--- src/rtl/apb_master_bridge.sv ---
// -----------------------------------------------------------------------------
// apb_master_bridge
//   APB requester that turns single commands from the control side into a
//   two-phase APB transfer (SETUP, ACCESS). It returns exactly one response
//   per command: read data, a slave error, or a local timeout abort.
//   It accepts one command at a time and has no response back-pressure.
//
// Parameters
//   AWIDTH   APB address width
//   DWIDTH   APB data width
//   TIMEOUT  max ACCESS cycles with PREADY=0 before abort (0 = wait forever)
//
// Ports
//   PCLK, PRESET        clock, synchronous active-high reset
//   cmd_valid/ready     command handshake (accept when both high at posedge)
//   cmd_write/addr/wdata  command direction, address, write data
//   rsp_valid           one-cycle response strobe
//   rsp_rdata           read data (0 for writes and timeouts), held
//   rsp_err             PSLVERR seen or timeout, held
//   rsp_timeout         transfer aborted by timeout, held
//   PSEL..PWDATA        registered APB requester outputs
//   PRDATA/PREADY/PSLVERR  APB completer inputs
// -----------------------------------------------------------------------------
// state   | meaning
// --------+-------------------------------------------------------------
// S_IDLE  | no transfer; cmd_ready high; APB address/data keep last value
// S_SETUP | PSEL=1, PENABLE=0 for exactly one cycle
// S_ACCESS| PSEL=PENABLE=1 until PREADY or timeout
// -----------------------------------------------------------------------------
module apb_master_bridge #(
  parameter int AWIDTH  = 4,
  parameter int DWIDTH  = 8,
  parameter int TIMEOUT = 15
) (
  input  logic              PCLK,
  input  logic              PRESET,
  input  logic              cmd_valid,
  output logic              cmd_ready,
  input  logic              cmd_write,
  input  logic [AWIDTH-1:0] cmd_addr,
  input  logic [DWIDTH-1:0] cmd_wdata,
  output logic              rsp_valid,
  output logic [DWIDTH-1:0] rsp_rdata,
  output logic              rsp_err,
  output logic              rsp_timeout,
  output logic              PSEL,
  output logic              PENABLE,
  output logic              PWRITE,
  output logic [AWIDTH-1:0] PADDR,
  output logic [DWIDTH-1:0] PWDATA,
  input  logic [DWIDTH-1:0] PRDATA,
  input  logic              PREADY,
  input  logic              PSLVERR
);

  // A zero TIMEOUT still gets a 1-bit counter so the logic stays legal.
  localparam int CW      = (TIMEOUT > 0) ? $clog2(TIMEOUT + 1) : 1;
  localparam int TO_LAST = (TIMEOUT > 0) ? TIMEOUT - 1 : 0;
  localparam logic [CW-1:0] CNT_LAST = CW'(TO_LAST);

  typedef enum logic [1:0] {
    S_IDLE   = 2'd0,
    S_SETUP  = 2'd1,
    S_ACCESS = 2'd2
  } state_t;

  state_t            state, state_nxt;
  logic [CW-1:0]     cnt, cnt_nxt;
  logic              psel_nxt, penable_nxt, pwrite_nxt;
  logic [AWIDTH-1:0] paddr_nxt;
  logic [DWIDTH-1:0] pwdata_nxt;
  logic              rsp_valid_nxt, rsp_err_nxt, rsp_timeout_nxt;
  logic [DWIDTH-1:0] rsp_rdata_nxt;
  logic              timeout_hit;

  assign cmd_ready = (state == S_IDLE) && !PRESET;

  // Abort on the edge that would complete the TIMEOUT-th wait cycle.
  assign timeout_hit = (TIMEOUT != 0) && (cnt == CNT_LAST);

  always_comb begin
    state_nxt       = state;
    cnt_nxt         = cnt;
    psel_nxt        = PSEL;
    penable_nxt     = PENABLE;
    pwrite_nxt      = PWRITE;
    paddr_nxt       = PADDR;
    pwdata_nxt      = PWDATA;
    rsp_valid_nxt   = 1'b0;
    rsp_rdata_nxt   = rsp_rdata;
    rsp_err_nxt     = rsp_err;
    rsp_timeout_nxt = rsp_timeout;

    case (state)
      S_IDLE: begin
        if (cmd_valid) begin
          paddr_nxt  = cmd_addr;
          pwrite_nxt = cmd_write;
          pwdata_nxt = cmd_wdata;
          psel_nxt   = 1'b1;
          cnt_nxt    = '0;
          state_nxt  = S_SETUP;
        end
      end
      S_SETUP: begin
        penable_nxt = 1'b1;
        cnt_nxt     = '0;
        state_nxt   = S_ACCESS;
      end
      S_ACCESS: begin
        if (PREADY) begin
          psel_nxt        = 1'b0;
          penable_nxt     = 1'b0;
          rsp_valid_nxt   = 1'b1;
          rsp_err_nxt     = PSLVERR;
          rsp_timeout_nxt = 1'b0;
          rsp_rdata_nxt   = PWRITE ? '0 : PRDATA;
          state_nxt       = S_IDLE;
        end else if (timeout_hit) begin
          psel_nxt        = 1'b0;
          penable_nxt     = 1'b0;
          rsp_valid_nxt   = 1'b1;
          rsp_err_nxt     = 1'b1;
          rsp_timeout_nxt = 1'b1;
          rsp_rdata_nxt   = '0;
          state_nxt       = S_IDLE;
        end else if (cnt != {CW{1'b1}}) begin
          // saturate rather than wrap when TIMEOUT is 0
          cnt_nxt = cnt + 1'b1;
        end
      end
      default: begin
        state_nxt   = S_IDLE;
        psel_nxt    = 1'b0;
        penable_nxt = 1'b0;
      end
    endcase
  end

  always_ff @(posedge PCLK) begin
    if (PRESET) begin
      state       <= S_IDLE;
      cnt         <= '0;
      PSEL        <= 1'b0;
      PENABLE     <= 1'b0;
      PWRITE      <= 1'b0;
      PADDR       <= '0;
      PWDATA      <= '0;
      rsp_valid   <= 1'b0;
      rsp_rdata   <= '0;
      rsp_err     <= 1'b0;
      rsp_timeout <= 1'b0;
    end else begin
      state       <= state_nxt;
      cnt         <= cnt_nxt;
      PSEL        <= psel_nxt;
      PENABLE     <= penable_nxt;
      PWRITE      <= pwrite_nxt;
      PADDR       <= paddr_nxt;
      PWDATA      <= pwdata_nxt;
      rsp_valid   <= rsp_valid_nxt;
      rsp_rdata   <= rsp_rdata_nxt;
      rsp_err     <= rsp_err_nxt;
      rsp_timeout <= rsp_timeout_nxt;
    end
  end

endmodule
--- config.mk ---
export PLATFORM = sky130hd
export DESIGN_NAME = apb_master_bridge
export DESIGN_NICKNAME = d
export VERILOG_FILES = /design/src/rtl/apb_master_bridge.sv
export SDC_FILE = /design/constraint.sdc
export NUM_CORES = 1
export LEC_CHECK = 0
export BUFFER_PORTS_ARGS = -buffer_cell sky130_fd_sc_hd__buf_2
export CAP_MARGIN = 40
export CELL_PAD_IN_SITES_DETAIL_PLACEMENT = 1
export CELL_PAD_IN_SITES_GLOBAL_PLACEMENT = 2
export CORE_ASPECT_RATIO = 0.6
export CORE_MARGIN = 2
export CORE_UTILIZATION = 25
export CTS_CLUSTER_SIZE = 24
export DETAILED_ROUTE_END_ITERATION = 10
export HOLD_SLACK_MARGIN = 0.08
export PLACE_DENSITY = 0.82
export SETUP_SLACK_MARGIN = 0.05
export SYNTH_ARGS = -nofsm -noshare
export SYNTH_HDL_FRONTEND = slang
export SYNTH_SLANG_ARGS = --single-unit
--- constraint.sdc ---
create_clock -name PCLK -period 1.4 [get_ports PCLK]
set_clock_uncertainty 0.05 [all_clocks]
set_input_delay 0.28 -clock PCLK [delete_from_list [all_inputs] [get_ports PCLK]]
set_output_delay 0.28 -clock PCLK [all_outputs]
set_load 0.005 [all_outputs]
==> flow_metrics.env <==
export IMPL_ys_ff_latch=32
export IMPL_worstPathMaxFanout=4
export IMPL_place_gp_congestion=0.764
export IMPL_slew_headroom=0.747
export IMPL_fin_crit_ns=1.46
export IMPL_io_buffer_count=52
export IMPL_layout_drive_gt1_share=0.469
export IMPL_grt_use_total=0.143
export IMPL_yosysSeqAreaShare=0.475
export IMPL_grt_pass1_wl_um=6410
export IMPL_setup_ws_ns=-0.0590
export IMPL_whs_endpoint="PWDATA[4]$_SDFFE_PP0P_"
export IMPL_power_density_nw_per_um2=1030
export IMPL_final_cell_mix="buf_2, dfxtp_1, nor2_1"
export IMPL_dr_pass1_iters=4
export IMPL_r2r_start="cnt[0]$_SDFFE_PP0P_"
export IMPL_setup_viol=3
export IMPL_antenna_left=0
export IMPL_r2r_worst_path_cells=4
export IMPL_rsz0062_at_grt="yes"
export IMPL_coreArea_um2=5130
export IMPL_cts_root_buf="clkbuf_8"
export IMPL_worstPathArrival_ns=1.57
export IMPL_switching_share=0.247
export IMPL_dr_total_vias=1231
export IMPL_diodes=0
export IMPL_io_pins=53
export IMPL_drtIter0Drc=57
export IMPL_die_y_um=60.9
export IMPL_tns_ns=-0.126
export IMPL_crit_type="flip-flop to flip-flop"
export IMPL_hold_viol=0
export IMPL_endpoint_kind="flip-flop"
export IMPL_final_max_slew_viol_count=0
export IMPL_min_path_type="input port to flip-flop"
export IMPL_required_ns=1.51
export IMPL_htree_levels=2
export IMPL_row_count=20
export IMPL_area_growth_pct=46.2
export IMPL_clk_pin_slew_ns=0.06
export IMPL_p_comb_frac=0.156
export IMPL_vdd_drop_max_mv=0.287
export IMPL_sequentialPowerShare=0.483
export IMPL_status="finished, violations left"
export IMPL_fmax_mhz=685
export IMPL_drcViolationCount=0
export IMPL_cts_buffers=5
export IMPL_dpl_hpwl_um=2920
export IMPL_cts_tree="yes"
export IMPL_detail_route_wl_per_cell_um=14.5
export IMPL_p_total_uw=2020
export IMPL_fp_dieW_um=98.8
export IMPL_hp_start="cmd_wdata[4]"
export IMPL_grt_overflow_total=0
export IMPL_rr_endpoint="cnt[0]$_SDFFE_PP0P_"
export IMPL_cts_max_path_buffers=2
export IMPL_worst_pin_slew_ns=0.379
export IMPL_clockPowerShare=0.361
export IMPL_netlist_instances=140
export IMPL_crit_start="cnt[0]$_SDFFE_PP0P_"
export IMPL_startpoint_type="flip-flop"
export IMPL_synth_area_um2=1350
export IMPL_p_sw_uw=499
export IMPL_grt_max_degree=20
export IMPL_cap_violations=0
export IMPL_syn_area_per_cell_um2=9.63
export IMPL_finalNetCount=236
export IMPL_clkSinkCount=32
export IMPL_floorplan_initialDensity=0.263
export IMPL_clkLatencyLatePin_ns=0.28
export IMPL_wl_um=4000
export IMPL_final_common_cell="buf_2"
export IMPL_period_share=1.04
export IMPL_r2r_slack_ns=-0.06
export IMPL_synth_fp_nets=168
export IMPL_grt_pass1_vias=1249
export IMPL_synth_warnings=0
export IMPL_whs_path_depth=3
export IMPL_synth_distinct_cells=35
export IMPL_violations="setup timing"
export IMPL_die_area_um2=6010
export IMPL_internal_power_uw=1520
export IMPL_p_leak_uw=0.000888
export IMPL_antenna_found_initial=0
export IMPL_routed_via_density=4.48
export IMPL_n_fill_cell=609
## power groups by stage
stage               combinational, µW  clock (µW)  sequential [µW]
floorplan                         154           0              996
global placement                  277           0              998
detailed placement                284           0              999
CTS                               332         774              977
global route                      348         819              982
finish                            316         730              976
## layout make-up
type                    count  area, µm²  area share
multi-input cells          93        677       0.343
flip-flops and latches     32        654       0.332
repair buffers             72        449       0.228
clock buffers               8       90.1      0.0457
well taps                  66       82.6      0.0419
inverters                   4       17.5     0.00889
## synth_stat cells
cell	instances	area, µm²
nand2b_1	1	6.26
inv_1	4	15.0
nor2b_1	4	25.0
buf_6	2	22.5
mux2_4	2	30.0
or4_1	1	7.51
o21bai_1	1	7.51
a31oi_1	3	18.8
o211ai_1	1	7.51
a211oi_1	1	7.51
buf_2	2	10.0
nand3_1	1	5.00
clkbuf_1	5	18.8
a311oi_1	1	8.76
nor3b_4	1	18.8
nor3_1	5	25.0
a2111oi_0	1	8.76
and4bb_2	1	12.5
buf_1	1	3.75
nand4_1	1	6.26
nand2b_4	1	13.8
a41oi_1	1	8.76
and4_1	1	8.76
mux2i_1	13	130
o2111a_4	1	20.0
buf_4	1	7.51
a31o_2	2	17.5
ha_1	2	25.0
dfxtp_1	32	641
o21ai_0	8	40.0
or3_4	1	11.3
nor2_1	18	67.6
o21a_1	1	7.51
nand2_1	9	33.8
a21oi_1	10	50.1
## worst max path at each step
stage                                endpoint  slack [ns]  depth (start not counted)
after global routing      cnt[0]$_SDFFE_PP0P_        -0.1                          4
final                     cnt[0]$_SDFFE_PP0P_       -0.06                          4
after global placement    cnt[0]$_SDFFE_PP0P_       -0.04                          5
after detailed placement  cnt[0]$_SDFFE_PP0P_       -0.08                          5
after CTS                 cnt[1]$_SDFFE_PP0P_       -0.04                          5
after floorplan           cnt[0]$_SDFFE_PP0P_       -0.02                          4
## kinds of logic after synthesis
logic type | count (synthesis) | share of synthesized area
AO/OA/AOI/OAI | 31 | 0.150
adder cells (fa/ha/maj) | 2 | 0.0186
buffers and inverters | 15 | 0.0576
flip-flops | 32 | 0.475
multiplexers | 15 | 0.119
AND/OR/NAND/NOR | 45 | 0.179
## flip-flops by register name, indices dropped and copies added, names as in the netlist
register	count
PWDATA	8
rsp_rdata	8
PADDR	4
cnt	4
state	2
PENABLE	1
PSEL	1
PWRITE	1
rsp_err	1
rsp_timeout	1
rsp_valid	1
## layer usage
metal	up-vias	wire [µm]	GRT usage
li1	626	-	-
met1	563	2070	0.204
met2	40	1660	0.202
met3	2	232	0.0495
met4	0	34	0.0470
met5	-	0	0
## stage by stage
stage / std cells / worst slack, ns / utilization / cell area [µm²] / hold WS [ns]
after floorplan: 140 / -0.0221 / - / 1360 / 0.329
after global routing: 275 / -0.0974 / 0.384 / 1970 / 0.184
final: 275 / -0.0590 / 0.384 / 1970 / 0.193
after detailed placement: 261 / -0.0841 / 0.342 / 1760 / 0.417
after CTS: 276 / -0.0355 / 0.384 / 1970 / 0.181
after global placement: 261 / -0.0382 / 0.342 / 1760 / 0.407
## worst max-delay path, stage by stage, from the launching register on
cell and delay (ns):
dfxtp_4 0.36, ha_1 0.23, nand4_1 0.16, o2111a_4 0.25
mux2_4 0.29
## what timing repair did
| item | CTS | global route |
|---|---|---|
| gates resized for setup | 14 | 8 |
| setup endpoints to repair | 24 | 31 |
| hold endpoints to repair | 0 | 0 |
| cloned | 1 | 0 |
| pin swaps | 12 | 10 |
| hold buffers | 0 | 0 |
| setup buffers | 7 | 0 |
Power figures use the tool's default switching activity.
